--- config.mk ---
export PLATFORM = sky130hd
export DESIGN_NAME = stream_mux_arb
export DESIGN_NICKNAME = d
export VERILOG_FILES = /design/src/rtl/mux_pkg.sv /design/src/rtl/rr_arbiter.sv /design/src/rtl/stream_mux_arb.sv
export SDC_FILE = /design/constraint.sdc
export NUM_CORES = 1
export LEC_CHECK = 0
export CAP_MARGIN = 5
export CORE_ASPECT_RATIO = 1.5
export CORE_MARGIN = 4
export CORE_UTILIZATION = 40
export CTS_BUF_LIST = sky130_fd_sc_hd__clkbuf_8
export DETAILED_ROUTE_END_ITERATION = 7
export GPL_ROUTABILITY_DRIVEN = 0
export GPL_TIMING_DRIVEN = 0
export PLACE_DENSITY = 0.95
export SLEW_MARGIN = 5
export SYNTH_ARGS = -nofsm -noshare
export SYNTH_HDL_FRONTEND = slang
export SYNTH_HIERARCHICAL = 1
export SYNTH_SLANG_ARGS = --single-unit
--- constraint.sdc ---
create_clock -name clk -period 7.2 [get_ports clk]
set_input_delay 0.72 -clock clk [delete_from_list [all_inputs] [get_ports clk]]
set_output_delay 0.72 -clock clk [all_outputs]
set_load 0.01 [all_outputs]
--- src/rtl/mux_pkg.sv ---
// Shared types for the stream multiplexer family.
package mux_pkg;

  typedef enum logic {
    MODE_SEL = 1'b0,
    MODE_RR  = 1'b1
  } mode_e;

endpackage

--- src/rtl/rr_arbiter.sv ---
// Rotating-priority encoder: first requester at or after ptr, wrapping at N-1.
module rr_arbiter #(
  parameter int N = 4
) (
  input  logic [N-1:0]         req,
  input  logic [$clog2(N)-1:0] ptr,
  output logic [$clog2(N)-1:0] gnt,
  output logic                 gnt_valid
);

  localparam int SELW = $clog2(N);

  int unsigned idx;

  // Scan offsets from farthest to nearest so the nearest requester wins.
  always_comb begin
    gnt       = '0;
    gnt_valid = |req;
    idx       = 0;
    for (int unsigned k = N; k > 0; k--) begin
      idx = (32'(ptr) + k - 1) % N;
      if (req[SELW'(idx)]) gnt = SELW'(idx);
    end
  end

endmodule

--- src/rtl/stream_mux_arb.sv ---
// N-channel valid/ready stream mux with explicit-select or round-robin grant
// and a registered output stage sustaining one transfer per cycle.
module stream_mux_arb
  import mux_pkg::*;
#(
  parameter int WIDTH = 32,
  parameter int N     = 4
) (
  input  logic                 clk,
  input  logic                 rst_n,
  input  logic                 mode,
  input  logic [$clog2(N)-1:0] sel,
  input  logic [N-1:0]         in_valid,
  input  logic [N*WIDTH-1:0]   in_data,
  output logic [N-1:0]         in_ready,
  output logic                 out_valid,
  output logic [WIDTH-1:0]     out_data,
  output logic [$clog2(N)-1:0] out_chan,
  input  logic                 out_ready
);

  localparam int SELW = $clog2(N);

  mode_e            mode_w;
  logic [SELW-1:0]  rr_gnt;
  logic             rr_valid;
  logic [SELW-1:0]  gnt;
  logic             gnt_valid;
  logic             sel_ok;
  logic             load;
  logic [WIDTH-1:0] data_sel;

  logic [SELW-1:0]  ptr_q, ptr_d;
  logic             out_valid_q, out_valid_d;
  logic [WIDTH-1:0] out_data_q, out_data_d;
  logic [SELW-1:0]  out_chan_q, out_chan_d;

  assign mode_w = mode_e'(mode);
  assign load   = !out_valid_q || out_ready;

  rr_arbiter #(.N(N)) u_rr (
    .req       (in_valid),
    .ptr       (ptr_q),
    .gnt       (rr_gnt),
    .gnt_valid (rr_valid)
  );

  // Grant selection; an out-of-range sel yields no grant rather than an X index.
  always_comb begin
    sel_ok = 1'b0;
    if (32'(sel) < 32'(N)) sel_ok = in_valid[sel];
    if (mode_w == MODE_RR) begin
      gnt       = rr_gnt;
      gnt_valid = rr_valid;
    end else begin
      gnt       = sel;
      gnt_valid = sel_ok;
    end
  end

  // Ready fan-out and data pick, driven from the grant index only.
  always_comb begin
    in_ready = '0;
    data_sel = '0;
    for (int unsigned i = 0; i < N; i++) begin
      if (32'(gnt) == i) begin
        in_ready[i] = rst_n && load && gnt_valid;
        data_sel    = in_data[i*WIDTH +: WIDTH];
      end
    end
  end

  // Next state of the output register and the round-robin pointer.
  always_comb begin
    out_valid_d = out_valid_q;
    out_data_d  = out_data_q;
    out_chan_d  = out_chan_q;
    ptr_d       = ptr_q;
    if (load) begin
      out_valid_d = gnt_valid;
      if (gnt_valid) begin
        out_data_d = data_sel;
        out_chan_d = gnt;
        if (mode_w == MODE_RR)
          ptr_d = (32'(gnt) == 32'(N - 1)) ? '0 : gnt + 1'b1;
      end
    end
  end

  // State registers; reset discards any held word immediately.
  always_ff @(posedge clk or negedge rst_n) begin
    if (!rst_n) begin
      out_valid_q <= 1'b0;
      out_data_q  <= '0;
      out_chan_q  <= '0;
      ptr_q       <= '0;
    end else begin
      out_valid_q <= out_valid_d;
      out_data_q  <= out_data_d;
      out_chan_q  <= out_chan_d;
      ptr_q       <= ptr_d;
    end
  end

  assign out_valid = out_valid_q;
  assign out_data  = out_data_q;
  assign out_chan  = out_chan_q;

endmodule
### After elaboration in Yosys (flattened, before gate mapping)

Index checks and enable logic that the tools add are counted.

* word-level logic and storage cells: 54
* output and inout bits: 39
* register bits: 37
* input bits: 138

* order comparisons: 5
* reductions and logical operators: 8
* muxes and demuxes: 25
* add/sub/neg operators: 9
* eq/ne operators: 3

Operators by type and width (number)
* $mux 32: 4
* $lt 2x3->1 const B: 5
* $mux 2: 6
* $bmux 1 s2: 5
* $mux 1: 10
* $sub 2x1->2 const B: 4
* $add 2x1->2 const B: 3
* $add 2x2->2 const B: 2
* $eq 2x2->1 const B: 2
* $reduce_or 4->1: 1
* $reduce_and 3->1: 1
* $eq 2x1->1 const B: 1
* $logic_and 1x1->1: 2
* $logic_not 2->1: 1
* $reduce_and 2->1: 1
* $logic_not 1->1: 1
* $logic_or 1x1->1: 1

### Longest topological paths before layout

* depth after elaboration: 14
* gate-level depth with buffers: 12
* mapped depth without buffers: 10

### Cells and area by module

Netlist, hierarchy kept.

Modules (own cells, without submodules)
* stream_mux_arb: sequential area each 925.9 um^2, area an instance 2526.2 um^2, times used 1, cells each 249
* rr_arbiter: sequential area each 0.0 um^2, area an instance 77.6 um^2, times used 1, cells each 13

### Least setup slack after synthesis

OpenSTA, ideal clock, no wires.

* kind: in2out
* start point: in in_valid[3]
* end point: out in_ready[1]
* setup slack: 4.163 ns
* path buffers: 2
* arrival time: 2.317 ns
* data required time: 6.480 ns
* stages: 9
* cell sequence: nand2b_1 > a211oi_1 > nor2_1 > mux2_2 > inv_1 > ha_1 > clkbuf_1 > clkbuf_1 > and3_1

* longest elaborated chain between the ends: 9
* elaborated cells between the ends (all ways): 20
* those cells by class: 1 x eq/ne; 17 x mux; 2 x reduce/logical

Ends and longest elaborated chain
* from (decl): line stream_mux_arb.sv:13 `input logic [N-1:0] in_valid,`
* $bmux 1 s2: line rr_arbiter.sv:22 `if (req[SELW'(idx)]) gnt = SELW'(idx);`
* $mux 1 (not written as such): line rr_arbiter.sv:22
* $mux 2 (3 in series): line rr_arbiter.sv:22
* $mux 2 *: line rr_arbiter.sv:22
* via rr_gnt[1]: line stream_mux_arb.sv:25 `logic [SELW-1:0] rr_gnt;`
* $mux 2 *: line stream_mux_arb.sv:52 `if (mode_w == MODE_RR) begin`
* via gnt[1]: line stream_mux_arb.sv:27 `logic [SELW-1:0] gnt;`
* $eq 2x1->1 *: line stream_mux_arb.sv:66 `if (32'(gnt) == i) begin`
* $mux 1 *: line stream_mux_arb.sv:66
* to (decl): line stream_mux_arb.sv:15 `output logic [N-1:0] in_ready,`

The timed path passes the listed nets; every way through them passes the cells marked *. The select of a mux whose other input is x is not followed.

### Worst setup path after layout

* start point: in in_valid[3]
* end point: out in_ready[3]

* longest elaborated chain between the ends: 9
* elaborated cells between the ends (all ways): 20
* those cells by class: 1 x eq/ne; 17 x mux; 2 x reduce/logical

Ends and longest elaborated chain (line)
* $bmux 1 s2: rr_arbiter.sv:22
* $mux 1 (not written as such): rr_arbiter.sv:22
* $mux 2 (3 in series): rr_arbiter.sv:22
* $mux 2 *: rr_arbiter.sv:22
* via rr_gnt[0]: stream_mux_arb.sv:25
* $mux 2 *: stream_mux_arb.sv:52
* via gnt[0]: stream_mux_arb.sv:27
* $eq 2x2->1 *: stream_mux_arb.sv:66
* $mux 1 *: stream_mux_arb.sv:66

Marks and branches as above.

==> summary.md <==
| Metric | Value |
|---|---|
| Clock Pin Slew Worst Setup and Hold Paths | 0.08 ns |
| Die Wd | between 70 and 80 um |
| FMAX | 220 MHz |
| Clock Skew | 0.0124 ns |
| Row count | 35 |
| Routed wire length | 10100 um |
| R2R Path End | out_data[16] |
| Outcome | complete, no violations |
| Distinct cells, synth | 25 |
| Setup TNS | 0 ns |
| Pwr/cell area | 284 mW/mm2 |
| CP Cell Sequence | clkdlybuf4s50_1 > mux2i_1 > a211oi_2 > mux2_2 > ha_1 > clkbuf_1 > clkbuf_1 > and3_1 > clkdlybuf4s50_1 |
| Hold Fails Final Rpt | 0 |
| Clock insertion delay at the later pin of the skew report | 0.29 ns |
| Nets | between 500 and 600 |
| IO Count | 177 |
| Startpoint Class | input port |
| Detailed placement HPWL | 7960 um |
| Layout area overhead | 76.3% |
| Hold Path Class | in -> async |
| Initial Utilization | 41.9% |
| Cells after synthesis | 262 |
| Slowest-stage cell, CP | clkdlybuf4s50_1 |
| Tot GR Track Use | between 20% and 30% |
| Number of global-route vias before repair | between 3000 and 4000 |
| Worst reg-to-reg path cell count | 11 |
| Power, Total | 1310 uW |
| Setup bufs post-CTS | 0 |
| Total iterations of the first detailed-routing run | 5 |
| Worst VDD drop | ~0.00017 V |
| DRC viols | 0 |
| Max incr delay on CP | 0.56 ns |
| CTS Buffer Depth | 2 |
| Synthesis warning total | 6 |
| Htree depth | 2 |
| Starting DRC count in detailed routing | 155 |
| CTS tree | yes |
| Number of vias per cell | 5.60 |
| Post-Syn Area per Cell | between 9 and 10 um2 |
| Routed len/inst | 19.4 um |
| Post-Syn Nets | 404 |
| Worst EP arrival | between 3 and 4 ns |
| Final setup viols | 0 |
| R2r setup slk | 4.08 ns |
| Most frequent cells in the layout | clkdlybuf4s50_1 (175), dfrtp_1 (37), nand2_1 (35) |
| First-pass GRT wire length | 15600 um |
| Antenna viol nets, final | 0 |
| Cts bufs inserted | 5 |
| Post-cts sizing count | 0 |
| CTS Sinks | 37 |
| Slew HR | 64.6% |
| CTS Hold Bufs | 0 |
| Port buffer count | between 150 and 200 |
| Worst slew pin tran | 0.531 ns |
| Most common library cell in the layout ignoring fill and taps | clkdlybuf4s50_1 |
| Worst R2R Start | ptr_q[1] |
| WP data required | 6.48 ns |
| Final critical-path share of the clock period | between 60% and 70% |
| Syn Std Cell Area | 0.00260 mm2 |
| Critical path class | in -> out |
| Largest net degree at the start of global routing | 29 |
| Height of the die | 107 um |
| Synthesis-stage register bit count | 37 |
| DIE AREA | 0.00789 mm2 |
| Final Max Slew Viols | 0 |
| Placement Setup Slack | 2.72 ns |
| RSZ-0062 raised after global routing | no |
| Filler cells | around 450 |
| P_leak | 0.00182 uW |
| CP max FO | 10 |
| Max cap viols | 0 |
| Initial antenna violation count | 0 |
| Post-synthesis sequential area ratio | ~36% |
| Remaining global-route overflow | 0 |
| Share of post-route cells with drive strength above 1 | a little under an eighth |
| Via count | a little under 3000 |
| Core area | 0.00622 mm2 |
| Root Driver | clkbuf_8 |
| Post-layout min period | 4.55 ns |
| Diodes inserted | 0 |
| Worst Setup End Kind | output port |
| Final worst slack | approximately 2.6 ns |
[worst max-delay path by stage]
stage                start     endpoint
2_1_floorplan  in_valid[3]  in_ready[1]
3_5_place_dp   in_valid[3]  in_ready[3]
4_1_cts        in_valid[3]  in_ready[3]
5_1_grt        in_valid[3]  in_ready[3]
3_3_place_gp   in_valid[3]  in_ready[3]
6_report       in_valid[3]  in_ready[3]
[cell families (layout without fill, tap and decap cells)]
family / Yosys count / after routing / share of synthesized area, %
adder cells (fa/ha/maj): 4 / 4 / 1.92
multiplexers: 40 / 40 / 19.9
AO/OA/AOI/OAI: 71 / 71 / 21.8
flip-flops: 37 / 37 / 35.6
AND/OR/NAND/NOR: 82 / 82 / 15.9
buffers and inverters: 28 / 213 / 4.95
[metrics by stage]
step | util, % | area, um2 | hold slack (ns) | cells
detailed placement | 71.9 | 4470 | 0.493 | 513
global route | 73.8 | 4590 | 0.349 | 521
CTS | 73.8 | 4590 | 0.340 | 521
global placement | 71.7 | 4460 | 0.490 | 512
finish | 73.8 | 4590 | 0.335 | 521
floorplan | - | 2600 | 0.424 | 262
[per-layer routing]
metal  global-route usage, %  up-vias  share of wire (%)
li1                        -     1347                  -
met1                    26.2     1366                 36
met2                    46.6      163                 51
met3                    7.22       44                8.7
met4                    10.1        0                4.0
met5                       0        -                  0
[final cells by class]
cell class	count	area [um2]	share of cell area (%)
multi-input combinational	197	1550	33.8
clock inverter	2	33.8	0.736
tap	74	92.6	2.02
clock buffer	6	82.6	1.80
timing repair buffer	177	1780	38.7
inverter	3	11.3	0.245
sequential	37	926	20.2
buffer	25	118	2.56
[flip-flops by register name (all words and copies together), names as in the netlist]
register   cells
out_data      32
out_chan       2
ptr_q          2
out_valid      1
[where the power goes]
| part | internal (uW) | switching [uW] | leakage, uW |
|---|---|---|---|
| Clock | 112 | 77.9 | 0.0000626 |
| Sequential | 307 | 57.9 | 0.000453 |
| Combinational | 438 | 313 | 0.00131 |
[cell usage after synthesis (all sizes together)]
| cell type | number | area share (%) |
|---|---|---|
| o41ai | 1 | 0.34 |
| nand2b | 2 | 0.48 |
| ha | 4 | 1.9 |
| buf | 4 | 1.5 |
| mux4 | 1 | 0.86 |
| o21ai | 2 | 0.38 |
| dfrtp | 37 | 36 |
| a221oi | 31 | 10 |
| clkbuf | 21 | 3.0 |
| nor2 | 6 | 0.86 |
| a22o | 1 | 0.34 |
| a21oi | 3 | 0.58 |
| nand2 | 35 | 5.0 |
| inv | 3 | 0.43 |
| o31ai | 31 | 8.9 |
| nor3b | 1 | 0.29 |
| or2b | 1 | 0.29 |
| mux2 | 37 | 18 |
| and3 | 4 | 0.96 |
| mux2i | 2 | 0.77 |
| a211oi | 2 | 0.77 |
| nor2b | 33 | 7.9 |
[critical path, delay by kind of cell]
kind            cells  cell delay [ns]
compound gates      1             0.29
simple gates        1             0.26
buf+inv             4             1.98
mux                 2             0.37
fa+ha+maj           1             0.19
(Power assumes the default switching activity.)
